[src/rtl/axis_arb_pkg.sv]
// Shared types and width helpers for the AXI4-Stream packet arbiter.
package axis_arb_pkg;

  typedef enum logic {IDLE = 1'b0, LOCKED = 1'b1} arb_state_t;

  function automatic int idx_w(input int n);
    return (n > 1) ? $clog2(n) : 1;
  endfunction

  // Beat counter must be able to hold MAX_BEATS itself.
  function automatic int cnt_w(input int max_beats);
    return $clog2(max_beats) + 1;
  endfunction

endpackage

[src/rtl/axis_rr_picker.sv]
// Round-robin request picker: first requester at or after i_ptr, wrapping to 0.
module axis_rr_picker
  import axis_arb_pkg::*;
#(
  parameter int NUM_MASTERS = 4,
  parameter int IDX_W       = idx_w(NUM_MASTERS)
) (
  input  logic [NUM_MASTERS-1:0] i_req,
  input  logic [IDX_W-1:0]       i_ptr,
  output logic [NUM_MASTERS-1:0] o_onehot,
  output logic [IDX_W-1:0]       o_idx,
  output logic                   o_any
);

  localparam int SW = IDX_W + 1;

  logic [SW-1:0] w_cand;

  always_comb begin
    o_onehot = '0;
    o_idx    = '0;
    o_any    = 1'b0;
    w_cand   = '0;
    for (int k = 0; k < NUM_MASTERS; k++) begin
      // One spare bit so ptr+k never overflows before the wrap for non-power-of-2 counts.
      w_cand = {1'b0, i_ptr} + SW'(k);
      if (w_cand >= SW'(NUM_MASTERS)) w_cand = w_cand - SW'(NUM_MASTERS);
      if (!o_any && i_req[w_cand[IDX_W-1:0]]) begin
        o_any                       = 1'b1;
        o_idx                       = w_cand[IDX_W-1:0];
        o_onehot[w_cand[IDX_W-1:0]] = 1'b1;
      end
    end
  end

endmodule

[src/rtl/axis_packet_arbiter.sv]
// N:1 AXI4-Stream arbiter with packet-granular round-robin; the grant is held
// from the first beat until the TLAST handshake.
module axis_packet_arbiter
  import axis_arb_pkg::*;
#(
  parameter int NUM_MASTERS = 4,
  parameter int DATA_BYTES  = 4,
  parameter int ID_W        = 8,
  parameter int DEST_W      = 4,
  parameter int USER_W      = 17,
  parameter int MAX_BEATS   = 256
) (
  input  logic                                 ACLK,
  input  logic                                 ARESET,
  input  logic [NUM_MASTERS-1:0]               s_tvalid,
  output logic [NUM_MASTERS-1:0]               s_tready,
  input  logic [NUM_MASTERS*8*DATA_BYTES-1:0]  s_tdata,
  input  logic [NUM_MASTERS*DATA_BYTES-1:0]    s_tstrb,
  input  logic [NUM_MASTERS*DATA_BYTES-1:0]    s_tkeep,
  input  logic [NUM_MASTERS-1:0]               s_tlast,
  input  logic [NUM_MASTERS*ID_W-1:0]          s_tid,
  input  logic [NUM_MASTERS*DEST_W-1:0]        s_tdest,
  input  logic [NUM_MASTERS*USER_W-1:0]        s_tuser,
  output logic                                 m_tvalid,
  output logic [8*DATA_BYTES-1:0]              m_tdata,
  output logic [DATA_BYTES-1:0]                m_tstrb,
  output logic [DATA_BYTES-1:0]                m_tkeep,
  output logic                                 m_tlast,
  output logic [ID_W-1:0]                      m_tid,
  output logic [DEST_W-1:0]                    m_tdest,
  output logic [USER_W-1:0]                    m_tuser,
  input  logic                                 m_tready,
  output logic [idx_w(NUM_MASTERS)-1:0]        grant_o,
  output logic                                 busy_o,
  output logic [cnt_w(MAX_BEATS)-1:0]          beat_cnt_o,
  output logic                                 valid_drop_o,
  output logic                                 pkt_overrun_o
);

  localparam int IDX_W = idx_w(NUM_MASTERS);
  localparam int DW    = 8 * DATA_BYTES;
  localparam int CNT_W = cnt_w(MAX_BEATS);

  arb_state_t             r_state, w_state_nxt;
  logic [IDX_W-1:0]       r_grant, r_rr_ptr, w_pick_idx;
  logic [NUM_MASTERS-1:0] r_grant_oh, w_pick_oh;
  logic                   w_pick_any;
  logic [CNT_W-1:0]       r_beat_cnt;
  logic                   r_drop_arm, r_overrun;
  logic                   w_locked, w_hs;

  logic                   w_sel_tvalid, w_sel_tlast;
  logic [DW-1:0]          w_sel_tdata;
  logic [DATA_BYTES-1:0]  w_sel_tstrb, w_sel_tkeep;
  logic [ID_W-1:0]        w_sel_tid;
  logic [DEST_W-1:0]      w_sel_tdest;
  logic [USER_W-1:0]      w_sel_tuser;

  axis_rr_picker #(
    .NUM_MASTERS (NUM_MASTERS),
    .IDX_W       (IDX_W)
  ) u_picker (
    .i_req    (s_tvalid),
    .i_ptr    (r_rr_ptr),
    .o_onehot (w_pick_oh),
    .o_idx    (w_pick_idx),
    .o_any    (w_pick_any)
  );

  always_ff @(posedge ACLK or posedge ARESET) begin
    if (ARESET) r_state <= IDLE;
    else        r_state <= w_state_nxt;
  end

  always_comb begin
    w_state_nxt = r_state;
    case (r_state)
      IDLE:    if (w_pick_any) w_state_nxt = LOCKED;
      LOCKED:  if (w_hs && w_sel_tlast) w_state_nxt = IDLE;
      default: w_state_nxt = IDLE;
    endcase
  end

  always_comb begin
    w_sel_tvalid = 1'b0;
    w_sel_tlast  = 1'b0;
    w_sel_tdata  = '0;
    w_sel_tstrb  = '0;
    w_sel_tkeep  = '0;
    w_sel_tid    = '0;
    w_sel_tdest  = '0;
    w_sel_tuser  = '0;
    for (int i = 0; i < NUM_MASTERS; i++) begin
      if (r_grant_oh[i]) begin
        w_sel_tvalid = s_tvalid[i];
        w_sel_tlast  = s_tlast[i];
        w_sel_tdata  = s_tdata[i*DW +: DW];
        w_sel_tstrb  = s_tstrb[i*DATA_BYTES +: DATA_BYTES];
        w_sel_tkeep  = s_tkeep[i*DATA_BYTES +: DATA_BYTES];
        w_sel_tid    = s_tid[i*ID_W +: ID_W];
        w_sel_tdest  = s_tdest[i*DEST_W +: DEST_W];
        w_sel_tuser  = s_tuser[i*USER_W +: USER_W];
      end
    end
  end

  // ARESET gates the datapath directly so a mid-packet reset blanks outputs at once.
  always_comb begin
    w_locked     = (r_state == LOCKED) && !ARESET;
    busy_o       = w_locked;
    m_tvalid     = w_locked && w_sel_tvalid;
    m_tlast      = w_locked && w_sel_tlast;
    m_tdata      = w_locked ? w_sel_tdata : '0;
    m_tstrb      = w_locked ? w_sel_tstrb : '0;
    m_tkeep      = w_locked ? w_sel_tkeep : '0;
    m_tid        = w_locked ? w_sel_tid   : '0;
    m_tdest      = w_locked ? w_sel_tdest : '0;
    m_tuser      = w_locked ? w_sel_tuser : '0;
    s_tready     = (w_locked && m_tready) ? r_grant_oh : '0;
    w_hs         = m_tvalid && m_tready;
    valid_drop_o = w_locked && r_drop_arm && !w_sel_tvalid;
  end

  always_ff @(posedge ACLK or posedge ARESET) begin
    if (ARESET) begin
      r_grant    <= '0;
      r_grant_oh <= '0;
      r_rr_ptr   <= '0;
      r_beat_cnt <= '0;
      r_drop_arm <= 1'b0;
      r_overrun  <= 1'b0;
    end else begin
      r_drop_arm <= w_locked && w_sel_tvalid && !w_hs;
      r_overrun  <= w_hs && !w_sel_tlast && (r_beat_cnt == CNT_W'(MAX_BEATS - 1));
      if (r_state == IDLE && w_pick_any) begin
        r_grant    <= w_pick_idx;
        r_grant_oh <= w_pick_oh;
      end
      if (w_hs) begin
        if (w_sel_tlast) begin
          r_beat_cnt <= '0;
          r_rr_ptr   <= (r_grant == IDX_W'(NUM_MASTERS - 1)) ? '0 : r_grant + 1'b1;
        end else if (r_beat_cnt != '1) begin
          r_beat_cnt <= r_beat_cnt + 1'b1;
        end
      end
    end
  end

  assign grant_o       = r_grant;
  assign beat_cnt_o    = r_beat_cnt;
  assign pkt_overrun_o = r_overrun;

endmodule

[config.mk]
export PLATFORM = sky130hd
export DESIGN_NAME = axis_packet_arbiter
export DESIGN_NICKNAME = d
export VERILOG_FILES = /design/src/rtl/axis_arb_pkg.sv /design/src/rtl/axis_rr_picker.sv /design/src/rtl/axis_packet_arbiter.sv
export SDC_FILE = /design/constraint.sdc
export NUM_CORES = 1
export LEC_CHECK = 0
export BUFFER_PORTS_ARGS = -buffer_cell sky130_fd_sc_hd__buf_4
export CAP_MARGIN = 10
export CORE_AREA = 2 2 147 149
export DETAILED_ROUTE_END_ITERATION = 10
export DIE_AREA = 0 0 149 151
export PLACE_DENSITY = 0.57
export SYNTH_ARGS = -nofsm -noshare
export SYNTH_HDL_FRONTEND = slang
export SYNTH_HIERARCHICAL = 1
export SYNTH_SLANG_ARGS = --single-unit
[constraint.sdc]
create_clock -name ACLK -period 2.45 [get_ports ACLK]
set_input_delay 0.245 -clock ACLK [delete_from_list [all_inputs] [get_ports ACLK]]
set_output_delay 0.245 -clock ACLK [all_outputs]
set_load 0.05 [all_outputs]
==> results by group, run 1 <==
Clock network
  • Clock sinks: 20
  • Clock root cell: clkbuf_16
  • CTS tree: yes
  • Total CTS buffers: 3
  • Skew-Pair Late Insertion Delay: 0.26 ns
  • CTS H-tree lvls: 1
  • Clk pin slew, worst setup/hold paths: 0.06 ns
  • Hold buffers post-CTS: 0
  • CTS Buffer Depth: 2

Logic synthesis
  • Synth top area share: 15.9%
  • Syn Std Cell Area: slightly below 4000 um^2
  • #FFs+latches synth: 20
  • Top post-synthesis cells by area: a211o_1 (16%), a221oi_1 (16%), dfrtp_1 (13%), a21oi_1 (8.9%), inv_1 (7.6%)
  • Most frequent cell after synthesis: inv_1
  • Async set-reset flop share out of synthesis: 100%
  • Syn Nets: 849
  • Commonest cells post-synth: inv_1 (78), nand2_1 (76), a211o_1 (70), a21oi_1 (69), a221oi_1 (69)
  • Seq/Total Area, Yosys: 13.0%
  • Synth unique cells: 45
  • Dominant cell type by area after synthesis: a211o_1
  • Synth Flop Type: dfrtp_1
  • Post-synth EDFFs: 0
  • Average size of a mapped cell: about 7 um^2
  • Cell count after synthesis: 553
  • Yosys warnings: 6

Timing
  • Final hold vios: 0
  • Clock Skew: approximately 0.0033 ns
  • Worst rel slew slack: approximately 56%
  • Unrepaired setup endpoints after global routing: no
  • Final setup fails: 0
  • Highest clock rate: between 400 and 500 MHz
  • WHS: 0.0781 ns
  • Max-slew violations: 0
  • Tcrit/Tclk final: between 90% and 100%
  • Slew @ Worst Pin: 0.651 ns
  • Total negative setup slack: 0 ns
  • Final Critical Period: 2.38 ns

Critical path
  • CP Launch Type: register
  • CP peak stage delay: roughly 0.43 ns
  • WS Path Type: reg2out
  • CP Cell Sequence: nor2b_4, buf_12, a221oi_1, a211o_1, a21oi_1, buf_4
  • CP Capture Type: output port
  • Worst path buffer plus inverter count: 2
  • Slowest CP cell: dfrtp_2
  • CP top delay family: compound AO/OA/AOI/OAI gates
  • WP data required: 2.20 ns
  • Crit path DAT: 2.14 ns
  • Critical-path maximum fanout: 18

Global routing
  • GRT Overall Usage: 15.9%
  • Largest net degree at the start of global routing: between 70 and 80
  • Overflow left after global routing: 0
  • Number of global-route vias before repair: ~5300
  • First-pass GRT wire length: a little under 30000 um
  • Initial antenna violation count: 0

Detailed routing
  • Via density: 4.88
  • DRT Pass-1 Iters: 5
  • DRC: 0
  • Via count: 5703
  • DR iter-0 viols: 302
  • Post-route ant nets: 0
  • Wire per inst: 17.0 um
  • WL final: 19900 um

Cells and area
  • Antenna Cells: 0
  • Final nets: 1191
  • Area Growth Syn to Fin: 86.0%
  • Layout cells sized above 1: a little under half
  • Filler instances: 2291

Die
  • Core Area: 20800 um^2
  • Die Y: roughly 150 um
  • # rows: 53
  • Die span in x: 149 um
  • I/O pin count: 376
  • Full die area: 22500 um^2
  • Starting Density: a little under a fifth

Placed design
  • Input/output buffers: 375
  • GP Congestion: 0.846
  • Hpwl dp: 15600 um

Power
  • P_int: 1.19 mW
  • Worst vdd ir: 0.000301 V
  • Pwr dens: 259 nW/um^2
  • Clk pwr share: 25.0%
  • Switching share of power: 36.0%
  • Net Switching: 0.670 mW
  • Sequential Power Share: 20.9%
  • Combinational fraction of design power: 54.1%
  • Leak pwr: 3.33 nW

Flow run
  • Max Cap Viol: 0

Outcome
  • Outcome: completed

Min path
  • Hold/Removal Path Class: in2async
[registers in the layout, summed over array words and instances (netlist names)]
signal	cells
beat_cnt_o	9
grant_o	2
pkt_overrun_o	1
r_drop_arm	1
r_grant_oh	4
r_rr_ptr	2
r_state	1
[path summary, 6_finish.rpt]
path	slack, ns	depth (start not counted)	start	endpoint
setup / recovery	0.07	6	r_grant_oh[0]	m_tdata[1]
hold / removal	0.08	3	ARESET	beat_cnt_o[0]
setup reg to reg	0.16	7	r_rr_ptr[0]	grant_o[1]
hold reg to reg	0.56	1	beat_cnt_o[0]	beat_cnt_o[0]
max in group asynchronous	2.12	3	ARESET	r_grant_oh[2]
min in group ACLK	0.21	2	m_tready	r_drop_arm
[routing by layer]
metal  track usage [%]  wire (um)
met1              19.6       7670
met2              29.5      10500
met4             0.952        133
met3              3.52       1620
met5                 0          0
[per-stage QoR]
| stage | area [um^2] | setup slack, ns | std cells | total power, mW | utilization, % |
|---|---|---|---|---|---|
| 5_1_grt | 7180 | 0.00658 | 1169 | 1.96 | 34.5 |
| 6_report | 7180 | 0.0679 | 1169 | 1.86 | 34.5 |
| 3_3_place_gp | 7040 | 0.0256 | 1162 | 1.39 | 33.8 |
| 3_5_place_dp | 7040 | -0.0366 | 1162 | 1.40 | 33.8 |
| 2_1_floorplan | 3860 | 0.0646 | 553 | 0.857 | - |
| 4_1_cts | 7150 | 0.00421 | 1166 | 1.87 | 34.3 |
[power groups by stage]
stage	clock network [mW]	registers [mW]	logic (mW)
after floorplan	0	0.467	0.390
after global placement	0	0.394	0.993
after detailed placement	0	0.395	1.00
after CTS	0.475	0.389	1.01
after global routing	0.486	0.394	1.08
final	0.466	0.389	1.01
[worst min-delay path, delay by kind of cell]
kind | cells | cell delay, ns
buf+inv | 3 | 0.48
[layout make-up]
cell class / instances / area, um^2 / area share [%]
clock inverter: 1 / 30.0 / 0.418
multi-input combinational: 395 / 2820 / 39.3
tap: 275 / 344 / 4.79
sequential: 20 / 512 / 7.12
clock buffer: 3 / 75.1 / 1.04
timing repair buffer: 397 / 3110 / 43.3
inverter: 78 / 293 / 4.08
[what timing repair did]
item,in CTS,in global routing
cloned,0,0
gates resized for setup,1,4
setup endpoints to repair,6,18
pin swaps,0,1
setup buffers,0,3
[cells by family after synthesis]
group / synth area share, %
AO/OA/AOI/OAI: 48.2
flip-flops: 13.0
buffers and inverters: 14.4
multiplexers: 5.93
AND/OR/NAND/NOR: 15.6
adder cells (fa/ha/maj): 2.92
[placed cells by master, fill, tap and decap left out, types with 3 or more instances in the layout]
cell,instances
a211o_1,70
a21oi_1,68
a221oi_1,69
a22o_1,5
a22oi_1,8
and2_1,3
and3_1,5
buf_12,10
buf_4,386
clkbuf_16,3
dfrtp_1,15
dfrtp_2,3
ha_1,9
inv_1,78
mux2_2,9
mux2i_1,3
nand2_1,75
nand3_1,4
nor2_1,9
nor2b_1,5
nor3_1,7
o211ai_1,6
o21ai_0,6
Power figures use the tool's default switching activity.
==> run 2, diff against run 1 <==
- CORE_AREA: 2 2 147 149 -> 2 2 145 147
- DIE_AREA: 0 0 149 151 -> 0 0 147 149
- GPL_ROUTABILITY_DRIVEN: not set -> 1
- PLACE_DENSITY: 0.57 -> 0.58
- SYNTH_HIERARCHICAL: 1 -> not set
==> results by group, run 2 <==
Timing
  • Final setup margin: 0.174 ns
  • Tcrit/Tclk final: just over 90%
  • Total negative setup slack: 0 ns
  • Final Critical Period: 2.28 ns
  • Worst rel slew slack: 66.6%
  • Final setup fails: 0
  • Final hold vios: 0
  • Highest clock rate: 439 MHz
  • Unrepaired setup endpoints after global routing: no
  • Slew @ Worst Pin: 0.500 ns
  • Max-slew violations: 0
  • Clock Skew: 0.00679 ns

Logic synthesis
  • Post-Synth XOR/XNOR Area: 0.232%
  • Async set-reset flop share out of synthesis: between 90% and 100%
  • Largest family of logic cells by synthesized area: simple AND/OR/NAND/NOR gates
  • Synth top area share: 17.2%
  • Average size of a mapped cell: 6.60 um^2
  • Synth unique cells: 51
  • Multiplexer share of the synthesized area: between 2 and 3%
  • Most frequent cell after synthesis: nor2_1
  • Synthesized-area fraction occupied by adder cells: about 3%
  • #FFs+latches synth: 20
  • Synth Area in Simple Gates: 37.5%
  • Syn Nets: 867
  • Synth Area in Compound Gates: 34.9%
  • Commonest cells post-synth: nor2_1 (84), nor3_1 (77), nor2b_1 (75), a221oi_1 (74), a21oi_1 (73)
  • Seq/Total Area, Yosys: 13.3%
  • Syn Std Cell Area: about 3800 um^2
  • Top post-synthesis cells by area: a221oi_1 (17%), dfrtp_1 (13%), nor2b_1 (12%), nor3_1 (10%), a21oi_1 (9.7%)
  • Post-synth EDFFs: 0
  • Synth Flop Type: dfrtp_1
  • Yosys warnings: 0
  • Cell count after synthesis: about 570
  • Dominant cell type by area after synthesis: a221oi_1

Power
  • Worst vdd ir: about 0.00033 V
  • Leak pwr: 3.28 nW
  • Pwr dens: around 180 nW/um^2

Clock network
  • Clock sinks: 20
  • Setup repair bufs after CTS: 0
  • Total CTS buffers: 3
  • CTS tree: yes
  • Clock root cell: clkbuf_16
  • # resized after CTS: 0
  • Hold buffers post-CTS: 0
  • Skew-Pair Late Insertion Delay: 0.26 ns
  • Clk pin slew, worst setup/hold paths: roughly 0.06 ns
  • CTS Buffer Depth: 2
  • CTS H-tree lvls: 1

Min path
  • Hold/Removal Path Class: in2async

Cells and area
  • Max reg flops: 9
  • Multi-input gate area: 2980 um^2
  • Filler instances: 2294
  • Post-Layout Cell Count: 1177
  • Final nets: 1199
  • Layout cells sized above 1: 45.3%
  • Commonest non-fill, non-tap cell in the layout: buf_4
  • Antenna Cells: 0
  • Fin util: 34.0%
  • Commonest cells after routing, fill and taps aside: buf_4 (383), nor2_1 (84), nor3_1 (77), nor2b_1 (74), a221oi_1 (74)
  • Area Growth Syn to Fin: 85.3%
  • Register area: 509 um^2

Detailed routing
  • Wire per inst: around 17 um
  • WL final: 19900 um
  • Via count: around 5700
  • Post-route ant nets: 0
  • DR iter-0 viols: 309
  • Via density: 4.84
  • DRT Pass-1 Iters: 7
  • DRC: 0

Global routing
  • Number of global-route vias before repair: 5261
  • Met2 GRT Util: between 20% and 30%
  • Overflow left after global routing: 0
  • GRT met1 Usage: 22.5%
  • Largest net degree at the start of global routing: 102
  • Initial antenna violation count: 0
  • GRT Overall Usage: 16.4%
  • First-pass GRT wire length: a little under 30000 um
  • Busiest grt layer: met2
  • GR Util met3: 2.54%

Critical path
  • CP Launch Type: register
  • WS Path Type: reg2reg
  • FF-to-FF setup slack: roughly 0.17 ns
  • CP Cell Sequence: ha_1, nand3_1, nor2_1, ha_1, and4b_1, and3_1, nand3_1, or3_1, a21oi_1
  • WP data required: 2.63 ns
  • Slowest CP cell: dfrtp_1
  • Crit path DAT: 2.46 ns
  • Worst path buffer plus inverter count: 0
  • CP Capture Type: register
  • CP top delay family: simple AND/OR/NAND/NOR gates
  • Setup crit start: beat_cnt_o[0]
  • Reg2reg start: beat_cnt_o[0]
  • Reg2Reg Depth: 9
  • Capturing point of the worst reg2reg path: beat_cnt_o[5]
  • Critical-path maximum fanout: 6
  • CP peak stage delay: 0.42 ns

Placed design
  • Input/output buffers: approximately 380
  • Placed insts: 1173
  • GP Congestion: 0.814
  • Place WS: ~0.22 ns
  • Hpwl dp: 15100 um

Die
  • Die span in x: approximately 150 um
  • Full die area: roughly 22000 um^2
  • I/O pin count: between 300 and 400
  • Starting Density: 18.3%
  • Die Y: ~150 um
  • Core Area: 20600 um^2
  • # rows: 53

Outcome
  • Outcome: completed

Flow run
  • Max Cap Viol: 0
[run 2: cell count changes after synthesis, sizes merged, moves of 63 or more]
cell	delta
nor2	+75
a211o	-70
nor3	+70
inv	-68
nor2b	+69
nand2	-63
[run 2: logic make-up (layout without fill, tap and decap cells)]
logic type	count (synthesis)	after routing
muxes	7	7
and+or+nand+nor	276	276
DFF	20	20
adders and majority gates	9	9
buffers and inverters	73	404
xor gates and xnor gates	1	1
AOI/OAI and AO/OA	185	185
[run 2: worst max path at each step]
stage | slack [ns] | endpoint | cells after the start
2_1_floorplan | 0.12 | beat_cnt_o[5] | 9
3_3_place_gp | 0.27 | beat_cnt_o[5] | 9
3_5_place_dp | 0.22 | beat_cnt_o[5] | 9
4_1_cts | 0.13 | m_tdata[4] | 7
5_1_grt | 0.05 | beat_cnt_o[5] | 9
6_report | 0.17 | beat_cnt_o[5] | 9
[run 2: area by class of cell]
type / count / share of cell area (%)
clock buffers: 3 / 1.07
clock inverters: 1 / 0.430
inverters: 10 / 0.537
flip-flops and latches: 20 / 7.29
well taps: 275 / 4.92
multi-input cells: 478 / 42.6
repair buffers: 390 / 43.2
[run 2: metrics by stage]
stage | hold slack (ns) | cell area, um^2 | power [mW]
finish | 0.149 | 6990 | 1.23
global route | 0.197 | 6990 | 1.29
CTS | 0.158 | 6990 | 1.24
detailed placement | 0.428 | 6880 | 0.783
global placement | 0.435 | 6880 | 0.778
floorplan | 0.217 | 3770 | 0.400
[run 2: per-layer routing]
metal / share of wire, % / wire length, um
met1: 44 / 8670
met2: 48 / 9510
met3: 7.3 / 1460
met4: 1.4 / 277
met5: 0 / 0
[run 2: power breakdown]
| group | internal (mW) | switching (mW) |
|---|---|---|
| Clock | 0.325 | 0.133 |
| Sequential | 0.331 | 0.00141 |
| Combinational | 0.306 | 0.136 |
[run 2: worst reg2reg max path, stage by stage, from the launching register on]
cell,delay [ns]
dfrtp_1,0.42
ha_1,0.25
nand3_1,0.09
nor2_1,0.06
ha_1,0.24
and4b_1,0.27
and3_1,0.16
nand3_1,0.16
or3_1,0.40
a21oi_1,0.14
